`config.mk`:
```
export PLATFORM = sky130hd
export DESIGN_NAME = cp0_reg
export DESIGN_NICKNAME = d
export VERILOG_FILES = /design/src/rtl/cp0_defs.sv /design/src/rtl/cp0_timer.sv /design/src/rtl/cp0_reg.sv
export SDC_FILE = /design/constraint.sdc
export NUM_CORES = 1
export LEC_CHECK = 0
export BUFFER_PORTS_ARGS = -buffer_cell sky130_fd_sc_hd__buf_4
export CORE_AREA = 2 2 144 146
export DETAILED_ROUTE_END_ITERATION = 10
export DIE_AREA = 0 0 146 148
export PLACE_DENSITY = 0.84
export REMOVE_ABC_BUFFERS = 1
export SKIP_CTS_REPAIR_TIMING = 1
export SYNTH_ARGS = -nofsm -noshare
export SYNTH_HDL_FRONTEND = slang
export SYNTH_SLANG_ARGS = --single-unit
```
`constraint.sdc`:
```
create_clock -name clk -period 3.1 [get_ports clk]
set_input_delay 0.465 -clock clk [delete_from_list [all_inputs] [get_ports clk]]
set_output_delay 0.465 -clock clk [all_outputs]
set_load 0.05 [all_outputs]
```
`src/rtl/cp0_defs.sv`:
```
// rtl/cp0_defs.sv - CP0 register numbers, exception codes and reset constants
// Purpose: shared definitions for the CP0 register file and its timer.
// Ports: none (package).
package cp0_defs;

  // CP0 register numbers
  localparam logic [4:0] CP0_COUNT   = 5'd9;
  localparam logic [4:0] CP0_COMPARE = 5'd11;
  localparam logic [4:0] CP0_STATUS  = 5'd12;
  localparam logic [4:0] CP0_CAUSE   = 5'd13;
  localparam logic [4:0] CP0_EPC     = 5'd14;
  localparam logic [4:0] CP0_PRID    = 5'd15;
  localparam logic [4:0] CP0_CONFIG  = 5'd16;

  // Exception type codes signalled by the memory stage
  localparam logic [31:0] EXC_INTERRUPT = 32'h0000_0001;
  localparam logic [31:0] EXC_SYSCALL   = 32'h0000_0008;
  localparam logic [31:0] EXC_RI        = 32'h0000_000A;
  localparam logic [31:0] EXC_OV        = 32'h0000_000C;
  localparam logic [31:0] EXC_TRAP      = 32'h0000_000D;
  localparam logic [31:0] EXC_ERET      = 32'h0000_000E;

  // ExcCode values written to Cause[6:2]
  localparam logic [4:0] EXCCODE_INT  = 5'd0;
  localparam logic [4:0] EXCCODE_SYS  = 5'd8;
  localparam logic [4:0] EXCCODE_RI   = 5'd10;
  localparam logic [4:0] EXCCODE_OV   = 5'd12;
  localparam logic [4:0] EXCCODE_TRAP = 5'd13;

  // Reset constants
  localparam logic [31:0] STATUS_RESET = 32'h1000_0000;
  localparam logic [31:0] CONFIG_RESET = 32'h0000_8000;
  localparam logic [31:0] PRID_RESET   = 32'h004C_0102;

  // Software-writable Cause bits: IV[23], WP[22], IP[9:8]
  localparam logic [31:0] CAUSE_WMASK  = 32'h00C0_0300;

  typedef struct packed {
    logic       hit;
    logic [4:0] code;
  } exc_info_t;

  // Maps an exception type to its ExcCode; hit=0 for none/eret/unknown.
  function automatic exc_info_t exc_decode(input logic [31:0] t);
    exc_info_t r;
    r.hit  = 1'b1;
    r.code = EXCCODE_INT;
    case (t)
      EXC_INTERRUPT: r.code = EXCCODE_INT;
      EXC_SYSCALL:   r.code = EXCCODE_SYS;
      EXC_RI:        r.code = EXCCODE_RI;
      EXC_OV:        r.code = EXCCODE_OV;
      EXC_TRAP:      r.code = EXCCODE_TRAP;
      default:       r.hit  = 1'b0;
    endcase
    return r;
  endfunction

endpackage

```
`src/rtl/cp0_timer.sv`:
```
// rtl/cp0_timer.sv - CP0 Count/Compare timer
// Purpose: free-running Count, Compare register and sticky timer interrupt.
// Ports: clk, rst (sync, active-high); we_i/waddr_i/data_i software write;
//        count_o, compare_o, timer_int_o registered outputs.
module cp0_timer
  import cp0_defs::*;
(
  input  logic        clk,
  input  logic        rst,
  input  logic        we_i,
  input  logic [4:0]  waddr_i,
  input  logic [31:0] data_i,
  output logic [31:0] count_o,
  output logic [31:0] compare_o,
  output logic        timer_int_o
);

  always_ff @(posedge clk) begin
    if (rst) begin
      count_o     <= 32'd0;
      compare_o   <= 32'd0;
      timer_int_o <= 1'b0;
    end else begin
      // A software Count write replaces this cycle's increment.
      if (we_i && waddr_i == CP0_COUNT) begin
        count_o <= data_i;
      end else begin
        count_o <= count_o + 32'd1;
      end

      // Writing Compare acknowledges the interrupt, even over a match.
      if (we_i && waddr_i == CP0_COMPARE) begin
        compare_o   <= data_i;
        timer_int_o <= 1'b0;
      end else if (compare_o != 32'd0 && count_o == compare_o) begin
        timer_int_o <= 1'b1;
      end
    end
  end

endmodule

```
`src/rtl/cp0_reg.sv`:
```
// rtl/cp0_reg.sv - MIPS32 coprocessor-0 register file
// Purpose: Count/Compare timer, Status/Cause/EPC with exception recording,
//          PRId/Config constants and a combinational read port.
// Ports: clk, rst (sync, active-high); we_i/waddr_i/data_i write port;
//        raddr_i/data_o read port; int_i hardware interrupts;
//        excepttype_i/current_inst_addr_i/is_in_delayslot_i exception info;
//        count_o..prid_o register views; timer_int_o timer interrupt.
module cp0_reg
  import cp0_defs::*;
(
  input  logic        clk,
  input  logic        rst,
  input  logic        we_i,
  input  logic [4:0]  waddr_i,
  input  logic [31:0] data_i,
  input  logic [4:0]  raddr_i,
  input  logic [5:0]  int_i,
  input  logic [31:0] excepttype_i,
  input  logic [31:0] current_inst_addr_i,
  input  logic        is_in_delayslot_i,
  output logic [31:0] data_o,
  output logic [31:0] count_o,
  output logic [31:0] compare_o,
  output logic [31:0] status_o,
  output logic [31:0] cause_o,
  output logic [31:0] epc_o,
  output logic [31:0] config_o,
  output logic [31:0] prid_o,
  output logic        timer_int_o
);

  cp0_timer u_timer (
    .clk         (clk),
    .rst         (rst),
    .we_i        (we_i),
    .waddr_i     (waddr_i),
    .data_i      (data_i),
    .count_o     (count_o),
    .compare_o   (compare_o),
    .timer_int_o (timer_int_o)
  );

  assign config_o = CONFIG_RESET;
  assign prid_o   = PRID_RESET;

  logic [31:0] status_n;
  logic [31:0] cause_n;
  logic [31:0] epc_n;
  exc_info_t   exc;

  // Software write first, then the exception update layered on top so
  // the exception owns any field both touch. The exception sees the
  // post-write EXL.
  always_comb begin
    status_n = status_o;
    cause_n  = cause_o;
    epc_n    = epc_o;
    exc      = exc_decode(excepttype_i);

    cause_n[15:10] = int_i;

    if (we_i) begin
      case (waddr_i)
        CP0_STATUS: status_n = data_i;
        CP0_EPC:    epc_n    = data_i;
        CP0_CAUSE:  cause_n  = (cause_n & ~CAUSE_WMASK) | (data_i & CAUSE_WMASK);
        default:    ;
      endcase
    end

    if (exc.hit) begin
      // Nested exceptions keep the original return address and BD.
      if (!status_n[1]) begin
        epc_n       = is_in_delayslot_i ? current_inst_addr_i - 32'd4
                                        : current_inst_addr_i;
        cause_n[31] = is_in_delayslot_i;
      end
      status_n[1]  = 1'b1;
      cause_n[6:2] = exc.code;
    end else if (excepttype_i == EXC_ERET) begin
      status_n[1] = 1'b0;
    end
  end

  always_ff @(posedge clk) begin
    if (rst) begin
      status_o <= STATUS_RESET;
      cause_o  <= 32'd0;
      epc_o    <= 32'd0;
    end else begin
      status_o <= status_n;
      cause_o  <= cause_n;
      epc_o    <= epc_n;
    end
  end

  always_comb begin
    case (raddr_i)
      CP0_COUNT:   data_o = count_o;
      CP0_COMPARE: data_o = compare_o;
      CP0_STATUS:  data_o = status_o;
      CP0_CAUSE:   data_o = cause_o;
      CP0_EPC:     data_o = epc_o;
      CP0_PRID:    data_o = prid_o;
      CP0_CONFIG:  data_o = config_o;
      default:     data_o = 32'd0;
    endcase
  end

endmodule

```
==> results of run 1 <==
power by group through the flow:
stage               combinational (mW)  sequential, mW  clock [mW]
global placement                 0.738            1.95           0
finish                           0.754            1.91        2.38
global route                     0.788            1.91        2.46
detailed placement               0.746            1.95           0
floorplan                        0.353            2.02           0
CTS                              0.748            1.91        2.38
metal layers:
layer / global-route usage, % / vias to the layer above
li1: - / 4169
met1: 38.5 / 4378
met2: 49.4 / 448
met3: 4.10 / 61
met4: 10.4 / 0
met5: 0 / -
sequential cells by signal, indices dropped and copies added, names as in the netlist:
name / count
status_o: 32
u_timer.timer_int_o: 1
u_timer.compare_o: 32
epc_o: 32
u_timer.count_o: 32
cause_o: 15
logic make-up after synthesis:
family / share of synthesized area, %
AOI/OAI and AO/OA: 19.1
xor gates and xnor gates: 9.13
buffers and inverters: 11.0
other: 0.0869
muxes: 4.68
adders and majority gates: 0.290
and+or+nand+nor: 22.4
DFF: 33.4
synth_stat cells, types with 2 or more instances:
cell type / number
nor3b_1: 3
mux2i_1: 37
a32oi_1: 3
a21oi_1: 67
o22ai_1: 6
o31ai_1: 3
a221o_1: 12
xor2_1: 34
a211oi_2: 2
or2_2: 2
nand3_1: 21
nor4_2: 2
nor2_1: 53
o32ai_1: 2
buf_1: 3
nand4_1: 27
and3_1: 6
buf_2: 18
nor3_1: 20
clkbuf_1: 57
a22oi_1: 15
nor2b_1: 47
ha_1: 2
buf_4: 81
conb_1: 2
nor4_1: 25
a221oi_1: 33
nand2_1: 145
inv_1: 5
xnor2_1: 56
dfxtp_1: 144
and4_1: 4
nand3b_1: 3
a211oi_1: 58
o2bb2ai_1: 12
nor4bb_1: 2
or3_1: 5
or4_4: 3
nand2b_1: 3
o21ai_0: 16
metrics by stage:
stage,setup TNS (ns),worst slack (ns),utilization [%]
CTS,0,0.255,57.4
global placement,0,0.340,54.0
floorplan,-2.02,-0.100,-
global route,0,0.111,57.4
finish,0,0.231,57.4
detailed placement,0,0.259,54.0
layout make-up:
type / count / area, um^2
Multi-Input combinational cell: 826 / 5130
Timing Repair Buffer: 322 / 2450
Clock buffer: 23 / 498
Sequential cell: 144 / 2880
Clock inverter: 9 / 176
Inverter: 5 / 18.8
Fill cell: 1806 / 8540
Tap cell: 270 / 338
how the worst min path moves through the flow:
stage / from / endpoint / slack [ns] / depth (start not counted)
finish: int_i[0] / cause_o[10] / 0.24 / 2
CTS: int_i[0] / cause_o[10] / 0.23 / 2
global route: int_i[4] / cause_o[14] / 0.24 / 2
floorplan: rst / epc_o[30] / 0.53 / 1
global placement: status_o[19] / status_o[19] / 0.45 / 2
detailed placement: status_o[19] / status_o[19] / 0.46 / 2
==> metrics.cfg, run 1 <==
[yosys]
syn_area_per_cell_um2=8.18
synth_edf_count=0
ys.flop_type=dfxtp_1
synth_top_area_share_pct=33.4
yosysTopAreaCell=dfxtp_1
synth-seq-cells=144
yosysWarnings=0
synth_cell_types=57
synthCells=1056
ys_seq_area_share_pct=33.4
synth_area_mm2=0.00864
synth_area_leaders=dfxtp_1, buf_4, nand2_1, xnor2_1, a211oi_1
synthArstFlopShare_pct=0

[setup_path]
critPathTopFamily=simple AND/OR/NAND/NOR gates
required_ns=2.63
crit_slowest_cell=nor2_1
path_class=input port to output pin
reg2reg_from=u_timer.count_o[14]
r2r_end=u_timer.count_o[25]
path_max_fanout=8
worst_path_most_repeated_cell=buf_4
critPathLaunchType=input port
cp_num_buf_inv=3
cp-endpoint=data_o[15]
path_cells=buf_4 -> nor2b_1 -> nand2_1 -> nor2_1 -> buf_4 -> a221oi_1 -> nand2_1 -> buf_4
endpoint_kind=output pin
crit_path_max_incr_delay_ns=0.79
ff2ff_setup_slack_ns=0.92
reg2reg_depth=5
cp-startpoint=raddr_i[4]
cp_num_cells=8
worst_ep_arrival_time_ns=2.40

[timing]
finalCritPeriodShare_pct=92.5
min_period_ns=2.87
skew_ns=0.00775
hold_viol=0
max-slew-margin-rel_pct=31.5
finalSetupViolCount=0
max_clock_freq_ghz=0.349
whs_ns=0.241
worst_pin_slew_ns=1.02
rsz0062_at_grt=false
slew_viol_final=0

[grt]
grt_pass1_vias=8464
grt_usage_pct=29.3
grt_antenna_before_repair=0
grt_remaining_overflow=0
grt_max_degree=65
grt_pass1_wl_mm=49.6

[min_path]
min_path_type=input port to register

[floorplanning]
rows=52
die_w_um=146
ioPinCount=373
die_area_mm2=0.0216
core_area_mm2=0.0200
die_y_um=148
initial_utilization_pct=43.1

[placed_design]
placed_cells=1567
placedInstanceArea_mm2=0.0108
place.gp.congestion=0.910
io_buffers=291
post-dp-hpwl_mm=24.0

[detailed_routing]
via_per_inst=5.66
met3_length_mm=2.23
wl_per_cell_um=20.7
top_layer=met4
dr.pass1.iters=8
dr_wl_met2_mm=15.9
dr_total_vias=9056
ant_nets=0
drt_wl_total_mm=33.1
drt-met1-wl_mm=14.1
drc_errors=0
drt_iter0_markers=732

[power]
seqPwrFrac_pct=37.9
power_density_mw_per_mm2=439
comb_power_share_pct=15.0
p_sw_mw=1.41
p_sw_share_pct=28.0
finalPower_mw=5.04
p_leak_nw=4.66
ir_worst_vdd_v=0.000376
p_int_mw=3.63
clkPwrFrac_pct=47.2

[clock_tree]
clk_latency_ns=0.43
ctsRootBufferMaster=clkbuf_16
tritoncts=yes
clockBufferDepth=2
clk_pin_slew_ns=0.06
cts_num_sinks=144
cts_max_level=4
cts_inserted_buffers=17

[finish]
final_common_cell=buf_4
diodes=0
nNetsFinal=1434
fin_cells=1599
area_growth_pct=33.1
drive_gt1_share_pct=28.0
fin_area_mm2=0.0115
final_cell_mix=buf_4, nand2_1, dfxtp_1

[outcome]
outcome=complete, no violations

[flow_run]
max-cap-violations=0

No activity file was read; power rests on OpenSTA's default activity.
==> run 2, diff against run 1 <==
--- a/config.mk
+++ b/config.mk
@@ -5,11 +5,12 @@
 export SDC_FILE = /design/constraint.sdc
 export NUM_CORES = 1
 export LEC_CHECK = 0
+export ABC_AREA = 1
 export BUFFER_PORTS_ARGS = -buffer_cell sky130_fd_sc_hd__buf_4
 export CORE_AREA = 2 2 144 146
 export DETAILED_ROUTE_END_ITERATION = 10
 export DIE_AREA = 0 0 146 148
-export PLACE_DENSITY = 0.84
+export PLACE_DENSITY = 0.88
 export REMOVE_ABC_BUFFERS = 1
 export SKIP_CTS_REPAIR_TIMING = 1
 export SYNTH_ARGS = -nofsm -noshare
==> run 2 against run 1 <==
First-iteration DRC count rose by 53%; die area did not move; final cell count rose by 27%; sequential share of layout area fell by 1.5 points; core utilization rose by 3.8 points; combinational power rose by 10%; global-route usage rose by 2.8 points; sequential power barely moved; critical path type unchanged.
==> metrics.cfg, run 2 <==
[outcome]
outcome=complete, no violations

[timing]
whs_ns=0.237
tns_ns=0
finalSetupViolCount=0
skew_ns=0.00781
hold_viol=0
worst_pin_slew_ns=0.752
max_clock_freq_ghz=0.388
slew_viol_final=0
min_period_ns=2.58
max-slew-margin-rel_pct=49.8
setup_ws_ns=0.520
finalCritPeriodShare_pct=83.2
rsz0062_at_grt=false

[setup_path]
critPathLaunchType=input port
r2r_end=u_timer.count_o[24]
reg2reg_from=u_timer.count_o[1]
endpoint_kind=output pin
required_ns=2.63
cp-startpoint=raddr_i[3]
cp-endpoint=data_o[15]
reg2reg_depth=12
path_max_fanout=22
worst_ep_arrival_time_ns=2.11
ff2ff_setup_slack_ns=1.10
path_class=input port to output pin

[finish]
fin_area_mm2=0.0122
area_growth_pct=28.4
drive_gt1_share_pct=22.5
final_cell_mix=nand2_1, buf_4, nor2_1
nNetsFinal=1862
diodes=0
final_common_cell=nand2_1

[floorplanning]
die_area_mm2=0.0216
die_y_um=148
rows=52
initial_utilization_pct=47.6
ioPinCount=373
die_w_um=146
core_area_mm2=0.0200

[detailed_routing]
via_per_inst=5.26
dr_total_vias=10700
wl_per_cell_um=17.8
dr.pass1.iters=5
ant_nets=0
drc_errors=0
drt_wl_total_mm=36.1
drt_iter0_markers=1117

[yosys]
syn_area_per_cell_um2=6.46
yosysTopAreaCell=dfxtp_1
synthCells=1476
synth_common_cells=nand2_1, nor2_1, dfxtp_1, inv_1, o21ai_0
synth_edf_count=0
synth_area_mm2=0.00954
ys.flop_type=dfxtp_1
yosysWarnings=0
synth_top_area_share_pct=30.2
synthArstFlopShare_pct=0
synth-seq-cells=144
ys_seq_area_share_pct=30.2
synth_area_leaders=dfxtp_1, nand2_1, nor2_1, buf_4, inv_1
yosys.cell_count.top_type=nand2_1
synth_cell_types=46

[grt]
grt_remaining_overflow=0
grt_max_degree=60
grt_usage_pct=32.1
grt_pass1_vias=9778
grt_antenna_before_repair=0
grt_pass1_wl_mm=54.1

[power]
p_sw_mw=1.49
clkPwrFrac_pct=43.6
seqPwrFrac_pct=39.4
p_sw_share_pct=30.5
comb_power_share_pct=17.1
ir_worst_vdd_v=0.000390
p_int_mw=3.40
power_density_mw_per_mm2=399
p_leak_nw=5.85

[clock_tree]
clockBufferDepth=2
clk_pin_slew_ns=0.06
cts_max_level=4
tritoncts=yes
clk_latency_ns=0.43
ctsRootBufferMaster=clkbuf_16
cts_inserted_buffers=17
cts_num_sinks=144

[placed_design]
place.gp.congestion=0.986
placedInstanceArea_mm2=0.0116
post-place-ws_ns=0.606
post-dp-hpwl_mm=28.3
io_buffers=291

[flow_run]
max-cap-violations=0

[min_path]
min_path_type=input port to register

[run 2: changes by cell type after synthesis, sizes merged, moves of 24 or more]
| cell | before | now |
|---|---|---|
| a211oi | 60 | 1 |
| a21oi | 67 | 43 |
| a221oi | 33 | 4 |
| inv | 5 | 133 |
| mux2i | 38 | 13 |
| nand2 | 145 | 327 |
| nand3 | 21 | 73 |
| nor2 | 53 | 301 |
| nor2b | 47 | 0 |
| o21ai | 16 | 104 |
| xnor2 | 56 | 30 |
[run 2: cells by family after synthesis]
group                      synth area share, %
other                                   0.0787
DFF                                       30.2
xor gates and xnor gates                  5.23
and+or+nand+nor                           33.7
AOI/OAI and AO/OA                         12.9
muxes                                     2.90
buffers and inverters                     14.7
adders and majority gates                0.262
[run 2: critical path: stages]
cell      delay [ns]
buf_4           0.12
nand2_1         0.08
nor2_1          0.06
nand2_1         0.08
buf_4           0.33
nor2_1          0.07
a221oi_1        0.40
nand4_1         0.25
buf_4           0.26
[run 2: worst min path at each step]
| stage | depth (start not counted) | slack [ns] | endpoint | start |
|---|---|---|---|---|
| 4_1_cts | 3 | 0.23 | cause_o[13] | int_i[3] |
| 5_1_grt | 3 | 0.25 | cause_o[10] | int_i[0] |
| 2_1_floorplan | 1 | 0.53 | cause_o[2] | rst |
| 6_report | 3 | 0.24 | cause_o[13] | int_i[3] |
| 3_5_place_dp | 2 | 0.44 | u_timer.timer_int_o | u_timer.timer_int_o |
| 3_3_place_gp | 2 | 0.44 | u_timer.timer_int_o | u_timer.timer_int_o |
[run 2: power groups by stage]
| stage | Sequential [mW] | Clock [mW] | Combinational, mW |
|---|---|---|---|
| after floorplan | 2.05 | 0 | 0.434 |
| after global placement | 1.96 | 0 | 0.816 |
| after detailed placement | 1.96 | 0 | 0.823 |
| after CTS | 1.92 | 2.13 | 0.825 |
| after global routing | 1.93 | 2.21 | 0.885 |
| final | 1.92 | 2.13 | 0.833 |
[run 2: final cells by class]
cell class                      count  area, um^2
Clock buffer                       18         439
Clock inverter                     13         164
Fill cell                        1930        7790
Inverter                          137         514
Multi-Input combinational cell   1133        5550
Sequential cell                   144        2880
Tap cell                          270         338
Timing Repair Buffer              311        2360
[run 2: metal layers]
layer | share of wire, % | track usage, % | wire (um) | vias to the layer above
met5 | 0 | 0 | 0 | -
met4 | 2.9 | 11.5 | 1040 | 0
met3 | 7.9 | 5.00 | 2850 | 67
met2 | 48 | 54.6 | 17400 | 552
met1 | 41 | 41.3 | 14800 | 4908
li1 | - | - | - | 5131
[run 2: metrics by stage]
step                utilization [%]  power [mW]  instances
finish                         61.1        4.88       2026
global route                   61.1        5.02       2026
CTS                            61.1        4.88       2026
detailed placement             58.1        2.79       1995
global placement               58.1        2.78       1995
floorplan                         -        2.48       1414
==> run 3, diff against run 2 <==
--- a/config.mk
+++ b/config.mk
@@ -7,9 +7,8 @@
 export LEC_CHECK = 0
 export ABC_AREA = 1
 export BUFFER_PORTS_ARGS = -buffer_cell sky130_fd_sc_hd__buf_4
-export CORE_AREA = 2 2 144 146
+export CORE_UTILIZATION = 45
 export DETAILED_ROUTE_END_ITERATION = 10
-export DIE_AREA = 0 0 146 148
 export PLACE_DENSITY = 0.88
 export REMOVE_ABC_BUFFERS = 1
 export SKIP_CTS_REPAIR_TIMING = 1
==> constraint.sdc (replaced) <==
create_clock -name clk -period 2.2 [get_ports clk]
set_input_delay 0.33 -clock clk [delete_from_list [all_inputs] [get_ports clk]]
set_output_delay 0.33 -clock clk [all_outputs]
set_load 0.05 [all_outputs]
==> run 3 against run 2 <==
Cell area is 1.4% higher; sequential power is 41% higher; total power is 39% higher; via count is 1.5% higher; critical path depth is 2 higher; combinational power is 43% higher; clock skew is 0.0022 ns higher; sequential share of layout area is 0.32 points lower; largest cell class unchanged.
==> metrics.cfg, run 3 (synthesis results as in run 2) <==
[outcome]
outcome=complete, no violations

[clock_tree]
ctsRootBufferMaster=clkbuf_16
cts_inserted_buffers=17
cts_num_sinks=144
cts_max_level=4
tritoncts=yes
clockBufferDepth=2
clk_pin_slew_ns=0.06
clk_latency_ns=0.43

[timing]
skew_ns=0.0100
finalCritPeriodShare_pct=94.7
rsz0062_at_grt=false
min_period_ns=2.08
finalSetupViolCount=0
hold_viol=0
max_clock_freq_ghz=0.480
slew_viol_final=0
whs_ns=0.0984

[floorplanning]
ioPinCount=373
die_y_um=148
core_area_mm2=0.0205
initial_utilization_pct=46.5
rows=52
die_area_mm2=0.0218
die_w_um=148

[setup_path]
required_ns=1.87
endpoint_kind=output pin
worst_ep_arrival_time_ns=1.75
path_class=input port to output pin
critPathLaunchType=input port
path_max_fanout=26

[finish]
fill_cells=1966
final_common_cell=buf_4
final_cell_mix=buf_4, nand2_1, nor2_1
drive_gt1_share_pct=23.3
area_growth_pct=30.2
nNetsFinal=1877

[detailed_routing]
drc_errors=0
drt_wl_total_mm=36.4
wl_per_cell_um=17.8
via_per_inst=5.30
dr.pass1.iters=7
dr_total_vias=10800
drt_iter0_markers=878
ant_nets=0

[power]
ir_worst_vdd_v=0.000545
power_density_mw_per_mm2=547
finalPower_mw=6.80
p_leak_nw=5.93

[grt]
grt_pass1_wl_mm=54.5
grt_antenna_before_repair=1
grt_pass1_vias=9610
grt_max_degree=60
grt_remaining_overflow=0
grt_usage_pct=32.7

[min_path]
min_path_type=input port to register

[placed_design]
io_buffers=291
post-dp-hpwl_mm=28.5
place.gp.congestion=0.984

[flow_run]
max-cap-violations=0

## run 3: changes by cell type in the layout (fill, tap and decap cells not counted)
cell | previous run | this run
buf_4 | 309 | 318
clkinv_4 | 2 | 0
clkinv_2 | 2 | 3
inv_6 | 1 | 4
inv_1 | 129 | 127
buf_12 | 2 | 8
clkbuf_1 | 0 | 1
diode_2 | 0 | 1
inv_2 | 4 | 5
clkinv_1 | 4 | 3
bufinv_16 | 3 | 2
## run 3: critical path, cell delays in order
cell and delay, ns:
buf_4 0.11, inv_1 0.04, nand2_1 0.05, nor2_1 0.16, nand2_1 0.12, inv_1 0.11, buf_12 0.19, buf_4 0.19
nand2_1 0.06, o2111ai_1 0.12, buf_4 0.25
## run 3: power by group
| group | internal [mW] | switching, mW |
|---|---|---|
| Clock | 1.70 | 1.20 |
| Combinational | 0.339 | 0.854 |
| Sequential | 2.65 | 0.0582 |
## run 3: layer usage
| layer | track usage, % | vias up | part of all wire [%] |
|---|---|---|---|
| met5 | 0 | - | 0 |
| li1 | - | 5166 | - |
| met2 | 52.7 | 627 | 47 |
| met1 | 42.5 | 4945 | 40 |
| met3 | 6.33 | 83 | 9.3 |
| met4 | 14.0 | 0 | 3.5 |
## run 3: final timing paths
kind,depth (start not counted),endpoint,from,slack [ns]
worst min register to register,2,u_timer.timer_int_o,u_timer.timer_int_o,0.47
worst max-delay path,11,data_o[14],raddr_i[4],0.12
worst min-delay path,3,cause_o[10],int_i[0],0.1
worst max register to register,12,u_timer.count_o[24],u_timer.count_o[1],0.25
## run 3: cell type report
class                           instances  area [um^2]  share of cell area [%]
Multi-Input combinational cell       1133         5550                    44.7
Sequential cell                       144         2880                    23.2
Tap cell                              270          338                    2.72
Inverter                              137          522                    4.20
Clock buffer                           19          443                    3.57
Clock inverter                         12          133                    1.07
Timing Repair Buffer                  326         2550                    20.5
Antenna cell                            1         2.50                  0.0201
## run 3: stage by stage
stage | worst slack [ns] | cells | setup TNS, ns | area, um^2 | util (%)
finish | 0.116 | 2042 | 0 | 12400 | 60.6
global route | 0.0353 | 2042 | 0 | 12400 | 60.6
CTS | 0.0324 | 2038 | 0 | 12400 | 60.4
detailed placement | 0.0357 | 2007 | 0 | 11800 | 57.6
global placement | 0.0664 | 2007 | 0 | 11800 | 57.6
floorplan | -0.355 | 1414 | -12.12 | 8940 | -
